--- src/rtl/async_mem_sequencer.sv ---
// async_mem_sequencer: turns strobe-driven asynchronous SRAM-style accesses
// from the pads into single Wishbone classic master cycles. The pad strobes
// are resynchronised into clk. Address and write data are captured when a
// request is decoded. Read data is held on mem_d_o for as long as the master
// keeps oe_n/ce_n low.
module async_mem_sequencer #(
  parameter int AW      = 32,
  parameter int DW      = 32,
  parameter int TIMEOUT = 255
) (
  input  logic            clk,
  input  logic            rst_n,
  input  logic            mem_ce_n,
  input  logic            mem_we_n,
  input  logic            mem_oe_n,
  input  logic [AW-1:0]   mem_addr,
  input  logic [DW-1:0]   mem_d_i,
  output logic [DW-1:0]   mem_d_o,
  output logic            mem_d_oe,
  output logic            mem_wait,
  output logic [AW-1:0]   wb_adr_o,
  output logic [DW-1:0]   wb_dat_o,
  input  logic [DW-1:0]   wb_dat_i,
  output logic            wb_we_o,
  output logic [DW/8-1:0] wb_sel_o,
  output logic            wb_cyc_o,
  output logic            wb_stb_o,
  input  logic            wb_ack_i,
  input  logic            wb_err_i,
  output logic            err_o
);

  // Last count value before a hung Wishbone cycle is forcibly terminated.
  // With this value, cyc is high for exactly TIMEOUT cycles.
  localparam logic [15:0] TO_LAST = 16'(TIMEOUT - 1);

  typedef enum logic [2:0] {
    S_IDLE,
    S_WR_REQ,
    S_RD_REQ,
    S_RD_HOLD,
    S_WAIT_REL
  } state_t;

  // Strobe synchronisers, bit order {ce, we, oe}; idle (high) out of reset.
  logic [2:0]    sync1_q;
  logic [2:0]    sync2_q;
  logic          ce_s;
  logic          we_s;
  logic          oe_s;

  state_t        state_q;
  logic [15:0]   cnt_q;
  logic          cyc_q;
  logic          we_q;
  logic          wait_q;
  logic          doe_q;
  logic          err_q;
  logic [AW-1:0] adr_q;
  logic [DW-1:0] wdat_q;
  logic [DW-1:0] rdat_q;

  logic          wr_req;
  logic          rd_req;
  logic          term;

  assign ce_s = sync2_q[2];
  assign we_s = sync2_q[1];
  assign oe_s = sync2_q[0];

  // A write takes precedence when we_n and oe_n are both low.
  assign wr_req = !ce_s && !we_s;
  assign rd_req = !ce_s && !oe_s && we_s;

  // Any of ack, err or the timeout ends the cycle. Ack decides the outcome if
  // several of these coincide.
  assign term = wb_ack_i || wb_err_i || (cnt_q == TO_LAST);

  // Two-flop resync of the asynchronous pad strobes into clk.
  always_ff @(posedge clk or negedge rst_n) begin
    if (!rst_n) begin
      sync1_q <= 3'b111;
      sync2_q <= 3'b111;
    end else begin
      sync1_q <= {mem_ce_n, mem_we_n, mem_oe_n};
      sync2_q <= sync1_q;
    end
  end

  // Transaction sequencer: one Wishbone cycle per strobe assertion; all outputs registered.
  always_ff @(posedge clk or negedge rst_n) begin
    if (!rst_n) begin
      state_q <= S_IDLE;
      cnt_q   <= '0;
      cyc_q   <= 1'b0;
      we_q    <= 1'b0;
      wait_q  <= 1'b0;
      doe_q   <= 1'b0;
      err_q   <= 1'b0;
      adr_q   <= '0;
      wdat_q  <= '0;
      rdat_q  <= '0;
    end else begin
      err_q <= 1'b0;
      case (state_q)
        S_IDLE: begin
          if (wr_req) begin
            adr_q   <= mem_addr;
            wdat_q  <= mem_d_i;
            we_q    <= 1'b1;
            cyc_q   <= 1'b1;
            wait_q  <= 1'b1;
            cnt_q   <= '0;
            state_q <= S_WR_REQ;
          end else if (rd_req) begin
            adr_q   <= mem_addr;
            we_q    <= 1'b0;
            cyc_q   <= 1'b1;
            wait_q  <= 1'b1;
            cnt_q   <= '0;
            state_q <= S_RD_REQ;
          end
        end
        S_WR_REQ: begin
          if (term) begin
            cyc_q   <= 1'b0;
            we_q    <= 1'b0;
            wait_q  <= 1'b0;
            err_q   <= !wb_ack_i;
            state_q <= S_WAIT_REL;
          end else begin
            cnt_q <= cnt_q + 16'd1;
          end
        end
        S_RD_REQ: begin
          if (term) begin
            cyc_q  <= 1'b0;
            wait_q <= 1'b0;
            err_q  <= !wb_ack_i;
            // If the master has already let go of the read, the data has
            // nowhere to go, so it is dropped.
            if (!ce_s && !oe_s) begin
              rdat_q  <= wb_ack_i ? wb_dat_i : '1;
              state_q <= S_RD_HOLD;
            end else begin
              state_q <= S_IDLE;
            end
          end else begin
            cnt_q <= cnt_q + 16'd1;
          end
        end
        S_RD_HOLD: begin
          if (!ce_s && !oe_s) begin
            doe_q <= 1'b1;
          end else begin
            doe_q   <= 1'b0;
            state_q <= S_IDLE;
          end
        end
        S_WAIT_REL: begin
          // Hold off until the write strobe is seen released, so one write
          // assertion yields one cycle.
          if (ce_s || we_s) begin
            state_q <= S_IDLE;
          end
        end
        default: state_q <= S_IDLE;
      endcase
    end
  end

  assign wb_cyc_o = cyc_q;
  assign wb_stb_o = cyc_q;
  assign wb_we_o  = we_q;
  assign wb_adr_o = adr_q;
  assign wb_dat_o = wdat_q;
  assign wb_sel_o = '1;
  assign mem_wait = wait_q;
  assign mem_d_o  = rdat_q;
  assign mem_d_oe = doe_q;
  assign err_o    = err_q;

endmodule

--- config.mk ---
export PLATFORM = sky130hd
export DESIGN_NAME = async_mem_sequencer
export DESIGN_NICKNAME = d
export VERILOG_FILES = /design/src/rtl/async_mem_sequencer.sv
export SDC_FILE = /design/constraint.sdc
export NUM_CORES = 1
export LEC_CHECK = 0
export CAP_MARGIN = 10
export CORE_MARGIN = 2
export CORE_UTILIZATION = 46
export DETAILED_ROUTE_END_ITERATION = 10
export PLACE_DENSITY = 0.85
export SYNTH_ARGS = -nofsm -noshare
export SYNTH_HDL_FRONTEND = slang
export SYNTH_SLANG_ARGS = --single-unit
--- constraint.sdc ---
create_clock -name clk -period 4.13 [get_ports clk]
set_clock_uncertainty 0.2 [all_clocks]
set_input_delay 0.826 -clock clk [delete_from_list [all_inputs] [get_ports clk]]
set_output_delay 0.826 -clock clk [all_outputs]
set_load 0.1 [all_outputs]
Yosys cells after proc, flatten, opt, wreduce, memory -nomap -nowiden --
Index checks and enable logic that the tools add are counted.
Word-level totals: register bits 125, output and inout bits 106, word-level logic and storage cells 71
Operators by class: add/sub/neg operators 1, equal/unequal tests 12, mux-type cells 25, reduce and logical (&&, ||, !) cells 22
Operator list (count):
- $mux W32 | 3
- $mux W16 | 3
- $pmux W16 S2 | 1
- $mux W3 | 6
- $add A16 B1 Y16 const B | 1
- $eq A16 B8 Y1 const B | 1
- $pmux W3 S5 | 1
- $reduce_and A3 Y1 | 4
- $ne A2 B2 Y1 const B | 5
- $mux W1 | 8
- $eq A3 B2 Y1 const B | 2
- $reduce_bool A2 Y1 | 3
- $reduce_and A5 Y1 | 1
- $logic_not A1 Y1 | 4
- $pmux W1 S2 | 2
- $reduce_and A2 Y1 | 2
- $eq A3 B1 Y1 const B | 1
- $eq A3 B3 Y1 const B | 1
- $logic_and A1 B1 Y1 | 3
- $logic_not A3 Y1 | 1
- $logic_or A1 B1 Y1 | 3
- $ne A3 B3 Y1 const B | 1
- $mux W2 | 1
- $ne A2 B1 Y1 const B | 1
- $reduce_or A2 Y1 | 1

Logic depth before layout (Yosys ltp) --
Gate-level depths: netlist of the first run.
depth in word-level cells 6, depth in mapped cells 9, gate-level depth less buffers 7

Worst setup path before layout of the first run --
Ideal clock, no wire load.
path kind flip-flop to output port, start register, netlist name mem_wait, end output wb_cyc_o, data arrival time 1352 ps, required time 3104 ps, slack 1752 ps, cell stages (with the launch flop) 2, buffers on the path 1, cells stage by stage dfrtp_1 > buf_4
RTL lines:
- end: declaration | RTL line 26 | output logic wb_cyc_o,

Worst setup path after layout of the first run --
start register adr_q[14], in the netlist wb_adr_o[14], end output wb_adr_o[14]
RTL lines:
- start: declaration | RTL line 59 | logic [AW-1:0] adr_q;
- start signal: assignment | RTL line 108 | adr_q <= mem_addr;
- start signal: assignment | RTL line 116 | adr_q <= mem_addr;
- end: declaration | RTL line 21 | output logic [AW-1:0] wb_adr_o,
No word-level cell between the ends.

==> flow_metrics.env, run 1 <==
export IMPL_path_class="reg2out"
export IMPL_cts_root_buf="clkbuf_8"
export IMPL_gp_congestion=0.885
export IMPL_seq_area_frac_synth_pct=61.5
export IMPL_numCtsBuffers=17
export IMPL_fillerInstances=730
export IMPL_cpMaxStageDelayCell="clkdlybuf4s50_1"
export IMPL_path_delay_family="buffers and inverters"
export IMPL_diodes=0
export IMPL_period_needed_ns=3.07
export IMPL_stdcell_count=794
export IMPL_crit_chain="clkdlybuf4s50_1"
export IMPL_clock_sinks=125
export IMPL_layout_nets=746
export IMPL_multiInputGateArea_mm2=0.00177
export IMPL_status="finished, final reports clean"
export IMPL_ys_seq_elements=125
export IMPL_max_freq_mhz=326
export IMPL_dr_pass1_iters=4
export IMPL_final_cell_mix="203 x clkdlybuf4s50_1, 119 x dfrtp_1, 113 x nand2_1"
export IMPL_overflow=0
export IMPL_route_detailed_drc=0
export IMPL_rsz0062_at_grt="false"
export IMPL_syn_area_mm2=0.00510
export IMPL_routedWlPerCell_um=16.5
export IMPL_synth_warnings=0
export IMPL_finalWirelength_um=13100
export IMPL_initial_core_util_pct=47.0
export IMPL_hold_viol=0
export IMPL_worstSetupEndpointType="primary output"
export IMPL_ys_flop_type="dfrtp_1"
export IMPL_drtIter0Drc=199
export IMPL_first_global_vias=4350
export IMPL_syn_inst=440
export IMPL_dp_cells=761
export IMPL_drive_gt1_share_pct=13.0
export IMPL_min_path_type="reg2reg"
export IMPL_die_area_mm2=0.0119
export IMPL_clk_pin_slew_ns=0.06
export IMPL_crit_path_start_kind="flip-flop"
export IMPL_cts_resized=0
export IMPL_path_buf_inv=1
export IMPL_fin_tns_setup_ns=0
export IMPL_worstMarginPinSlew_ns=1.04
export IMPL_die_w_um=109
export IMPL_dp_hpwl_um=9010
export IMPL_drv_cap=0
export IMPL_vias_per_cell=5.21
export IMPL_cts_tree="built"
export IMPL_portBuffers=204
export IMPL_postSynthAreaPerCell_um2=11.6
export IMPL_cp_data_arrival_time_ns=2.04
export IMPL_ys_types=44
export IMPL_synth_edff_count=0
export IMPL_grt_antenna_before_repair=0
export IMPL_critical_path_required_ns=3.10
export IMPL_regArea_mm2=0.00314
export IMPL_layout_commonest_cell="clkdlybuf4s50_1"
export IMPL_grtUsageTotal_pct=22.6
export IMPL_final_setup_viol_count=0
export IMPL_core_area_mm2=0.0108
export IMPL_fp_row_count=38
export IMPL_boundaryPins=209
export IMPL_chipHeight_um=109
export IMPL_grt_first_pass_wirelength_um=20600
export IMPL_slew_headroom_pct=30.4
export IMPL_cts_hold_fix_buffers=0
export IMPL_timing_final_crit_share_pct=74.3
export IMPL_ant_nets=0
export IMPL_h_tree_depth=4
export IMPL_clk_path_buf_depth=2
export IMPL_slew_viol_final=0
export IMPL_max_stage_delay_ns=1.17
export IMPL_async_flop_share_pct=100
export IMPL_vias=4136
export IMPL_cts_setup_buffers=0
export IMPL_grt_max_degree=83
export IMPL_clk_latency_ns=0.51
export IMPL_critPathMaxFanout=2
export IMPL_syn_to_final_growth_pct=53.6
[worst register-to-register path, delay by kind of cell, from the launching register on]
| family | cells | cell delay [ns] |
|---|---|---|
| flip-flops | 1 | 0.42 |
| AO/OA/AOI/OAI | 3 | 1.00 |
| buffers and inverters | 1 | 0.07 |
| adder cells (fa/ha/maj) | 1 | 0.15 |
| AND/OR/NAND/NOR | 2 | 0.44 |
[flip-flops by register name (all words and copies together), names as in the netlist]
signal and count:
mem_d_oe 1, sync2_q 3, wb_adr_o 32, wb_dat_o 32
wb_we_o 1, mem_d_o 32, state_q 3, cnt_q 16
mem_wait 1, err_o 1, sync1_q 3
[per-layer routing]
metal / wire, um / track usage, % / part of all wire [%]
met5: 0 / 0 / 0
met4: 284 / 9.76 / 2.2
met3: 1150 / 8.89 / 8.8
met2: 6720 / 37.5 / 51
met1: 4960 / 26.1 / 38
[cell usage after synthesis, drive strengths merged, types with 2 or more instances]
master | number | area, um^2
nand4 | 3 | 33.8
o31ai | 4 | 30.0
nor4 | 3 | 55.1
nor2 | 10 | 37.5
and4 | 2 | 17.5
and2 | 2 | 12.5
nor2b | 3 | 18.8
mux2 | 33 | 372
o22a | 32 | 280
nand3 | 9 | 45.0
a22oi | 2 | 15.0
o21ai | 20 | 100
a31oi | 6 | 37.5
clkbuf | 10 | 37.5
and3 | 8 | 50.1
dfrtp | 119 | 2980
buf | 21 | 148
a21oi | 4 | 20.0
ha | 2 | 25.0
o41ai | 3 | 26.3
nor3 | 4 | 20.0
dfstp | 6 | 158
inv | 5 | 18.8
nand2 | 114 | 430
[path summary, 6_finish.rpt]
path / cells after the start / slack, ns / to / from
worst max-delay path: 1 / 1.06 / wb_adr_o[14] / wb_adr_o[14]
worst min register to register: 0 / 0.16 / sync2_q[2] / sync1_q[2]
max in group asynchronous: 2 / 2.61 / sync1_q[2] / rst_n
worst min-delay path: 0 / 0.16 / sync2_q[2] / sync1_q[2]
worst max register to register: 7 / 1.75 / cnt_q[14] / cnt_q[0]
min in group asynchronous: 1 / 0.30 / cnt_q[13] / rst_n
[area by class of cell]
cell class,instances,area share [%]
Sequential cell,125,40.0
Timing Repair Buffer,210,27.0
Multi-Input combinational cell,282,22.6
Clock buffer,20,5.81
Tap cell,140,2.24
Clock inverter,12,2.06
Inverter,5,0.240
[metrics by stage]
step	util, %	area [um^2]	hold WS [ns]	setup slack (ns)
floorplan	-	5110	0.145	1.75
global placement	66.3	7190	0.147	1.04
detailed placement	66.3	7190	0.148	0.940
CTS	72.0	7810	0.158	1.02
global route	72.3	7840	0.158	0.975
finish	72.3	7840	0.157	1.06
[logic make-up (layout without fill, tap and decap cells)]
logic type	count (synthesis)	in the layout	synth area share, %
fa+ha+maj	2	2	0.491
other cells	1	4	0.0735
buf+inv	36	247	4.00
flops	125	125	61.5
xor+xnor	2	2	0.344
simple gates	163	163	15.2
mux	34	34	7.48
compound gates	77	77	11.0
Power of run 1 is not shown: default switching activity piles up to over one toggle a cycle in this logic, so the estimate is an artifact.
==> run 2: changes to the inputs <==
--- a/config.mk
+++ b/config.mk
@@ -7,9 +7,9 @@
 export LEC_CHECK = 0
 export CAP_MARGIN = 10
 export CORE_MARGIN = 2
-export CORE_UTILIZATION = 46
+export CORE_UTILIZATION = 43
 export DETAILED_ROUTE_END_ITERATION = 10
-export PLACE_DENSITY = 0.85
+export PLACE_DENSITY = 0.8
 export SYNTH_ARGS = -nofsm -noshare
 export SYNTH_HDL_FRONTEND = slang
 export SYNTH_SLANG_ARGS = --single-unit
==> constraint.sdc (replaced) <==
create_clock -name clk -period 3.2 [get_ports clk]
set_clock_uncertainty 0.2 [all_clocks]
set_input_delay 0.64 -clock clk [delete_from_list [all_inputs] [get_ports clk]]
set_output_delay 0.64 -clock clk [all_outputs]
set_load 0.1 [all_outputs]
==> flow_metrics.env, run 2 (synthesis gave the netlist of run 1 again) <==
export IMPL_grt_antenna_before_repair=0
export IMPL_max_stage_delay_ns=0.95
export IMPL_numCtsBuffers=17
export IMPL_reg2reg_depth=7
export IMPL_grt_first_pass_wirelength_um=21500
export IMPL_syn_to_final_growth_pct=48.1
export IMPL_final_cell_mix="119 x dfrtp_1, 113 x nand2_1, 108 x buf_4"
export IMPL_max_freq_mhz=368
export IMPL_worstSetupEndpointType="flip-flop"
export IMPL_overflow=0
export IMPL_status="complete, but fails checks"
export IMPL_diodes=0
export IMPL_violations="design-rule violations"
export IMPL_fp_row_count=39
export IMPL_critical_path_required_ns=3.34
export IMPL_rsz0062_at_grt="false"
export IMPL_drive_gt1_share_pct=27.8
export IMPL_route_detailed_drc=10
export IMPL_fin_tns_setup_ns=0
export IMPL_initial_core_util_pct=44.3
export IMPL_grt_max_degree=53
export IMPL_crit_chain="inv_1 -> ha_1 -> nor4b_4 -> nand4_4 -> nand2_2 -> and3_1 -> o22a_1"
export IMPL_die_w_um=113
export IMPL_slew_headroom_pct=20.8
export IMPL_ant_nets=0
export IMPL_chipHeight_um=113
export IMPL_cts_resized=0
export IMPL_cts_setup_buffers=0
export IMPL_die_area_mm2=0.0127
export IMPL_finalWirelength_um=13300
export IMPL_boundaryPins=209
export IMPL_top_layer_used="met4"
export IMPL_grtUsageTotal_pct=21.7
export IMPL_drv_cap=0
export IMPL_dp_hpwl_um=9320
export IMPL_portBuffers=204
export IMPL_layout_nets=746
export IMPL_cts_tree="built"
export IMPL_crit_path_start_kind="flip-flop"
export IMPL_cts_hold_fix_buffers=0
export IMPL_clk_latency_ns=0.41
export IMPL_clock_sinks=125
export IMPL_layout_commonest_cell="dfrtp_1"
export IMPL_core_area_mm2=0.0115
export IMPL_routedWlPerCell_um=16.6
export IMPL_r2r_setup_slack_ns=0.48
export IMPL_period_needed_ns=2.72
export IMPL_final_setup_viol_count=0
export IMPL_cp_data_arrival_time_ns=2.85
export IMPL_wl_met1_um=5160
export IMPL_critPathMaxFanout=32
export IMPL_worstMarginPinSlew_ns=1.19
export IMPL_vias_per_cell=5.18
export IMPL_vias=4128
export IMPL_dr_pass1_iters=7
export IMPL_clk_pin_slew_ns=0.05
export IMPL_drtIter0Drc=177
export IMPL_slew_viol_final=0
export IMPL_h_tree_depth=4
export IMPL_min_path_type="in2async"
export IMPL_dr_wl_met2_um=6650
export IMPL_gp_congestion=0.861
export IMPL_path_class="reg2reg"
export IMPL_hold_viol=0
export IMPL_cts_root_buf="clkbuf_16"
export IMPL_clk_path_buf_depth=2
export IMPL_cpMaxStageDelayCell="and3_1"
export IMPL_first_global_vias=4311
export IMPL_met3WireLength_um=1320
export IMPL_timing_final_crit_share_pct=84.9
export IMPL_rr_startpoint="cnt_q[0]"
export IMPL_r2r_end="mem_d_o[23]"
==> run 2: changes by cell type in the layout (fill, tap and decap cells not counted), sizes merged <==
cell | previous run | this run
inv | 6 | 5
clkdlybuf4s50 | 203 | 101
clkbuf | 20 | 26
buf | 7 | 109
clkinvlp | 6 | 1
==> run 2: routing by layer <==
layer | vias up | GRT usage [%]
met3 | 11 | 9.32
met1 | 2024 | 24.8
met2 | 172 | 36.5
met5 | - | 0
met4 | 0 | 8.13
li1 | 1921 | -
==> run 2: worst max-delay path by stage <==
stage	from	cells past startpoint	end
floorplan	mem_wait	1	wb_cyc_o
global placement	wb_ack_i	5	mem_d_o[28]
detailed placement	wb_ack_i	5	mem_d_o[9]
CTS	cnt_q[0]	7	mem_d_o[23]
global route	cnt_q[0]	7	mem_d_o[17]
finish	cnt_q[0]	7	mem_d_o[23]
==> run 2: worst max-delay path: cells and delay by family (launching register included) <==
kind	cells	cell delay, ns
adders and majority gates	1	0.15
DFF	1	0.43
AOI/OAI and AO/OA	1	0.26
and+or+nand+nor	4	1.52
buffers and inverters	1	0.08
==> run 2: area by class of cell <==
class	count	area, um^2
fill	877	3960
inverter	5	18.8
tap	143	179
multi-input combinational	282	1770
sequential	125	3140
timing repair buffer	210	1840
clock inverter	6	108
clock buffer	26	499
==> run 2: through the flow <==
step	area, um^2	setup WS [ns]	cells	util [%]	hold WS (ns)
CTS	7550	0.459	797	65.6	0.0756
finish	7550	0.482	797	65.6	0.0631
global route	7550	0.290	797	65.6	0.104
detailed placement	6950	0.226	765	60.3	0.150
global placement	6950	0.351	765	60.3	0.147
floorplan	5110	1.01	443	-	0.144
Power of run 2 is left out for the same reason.
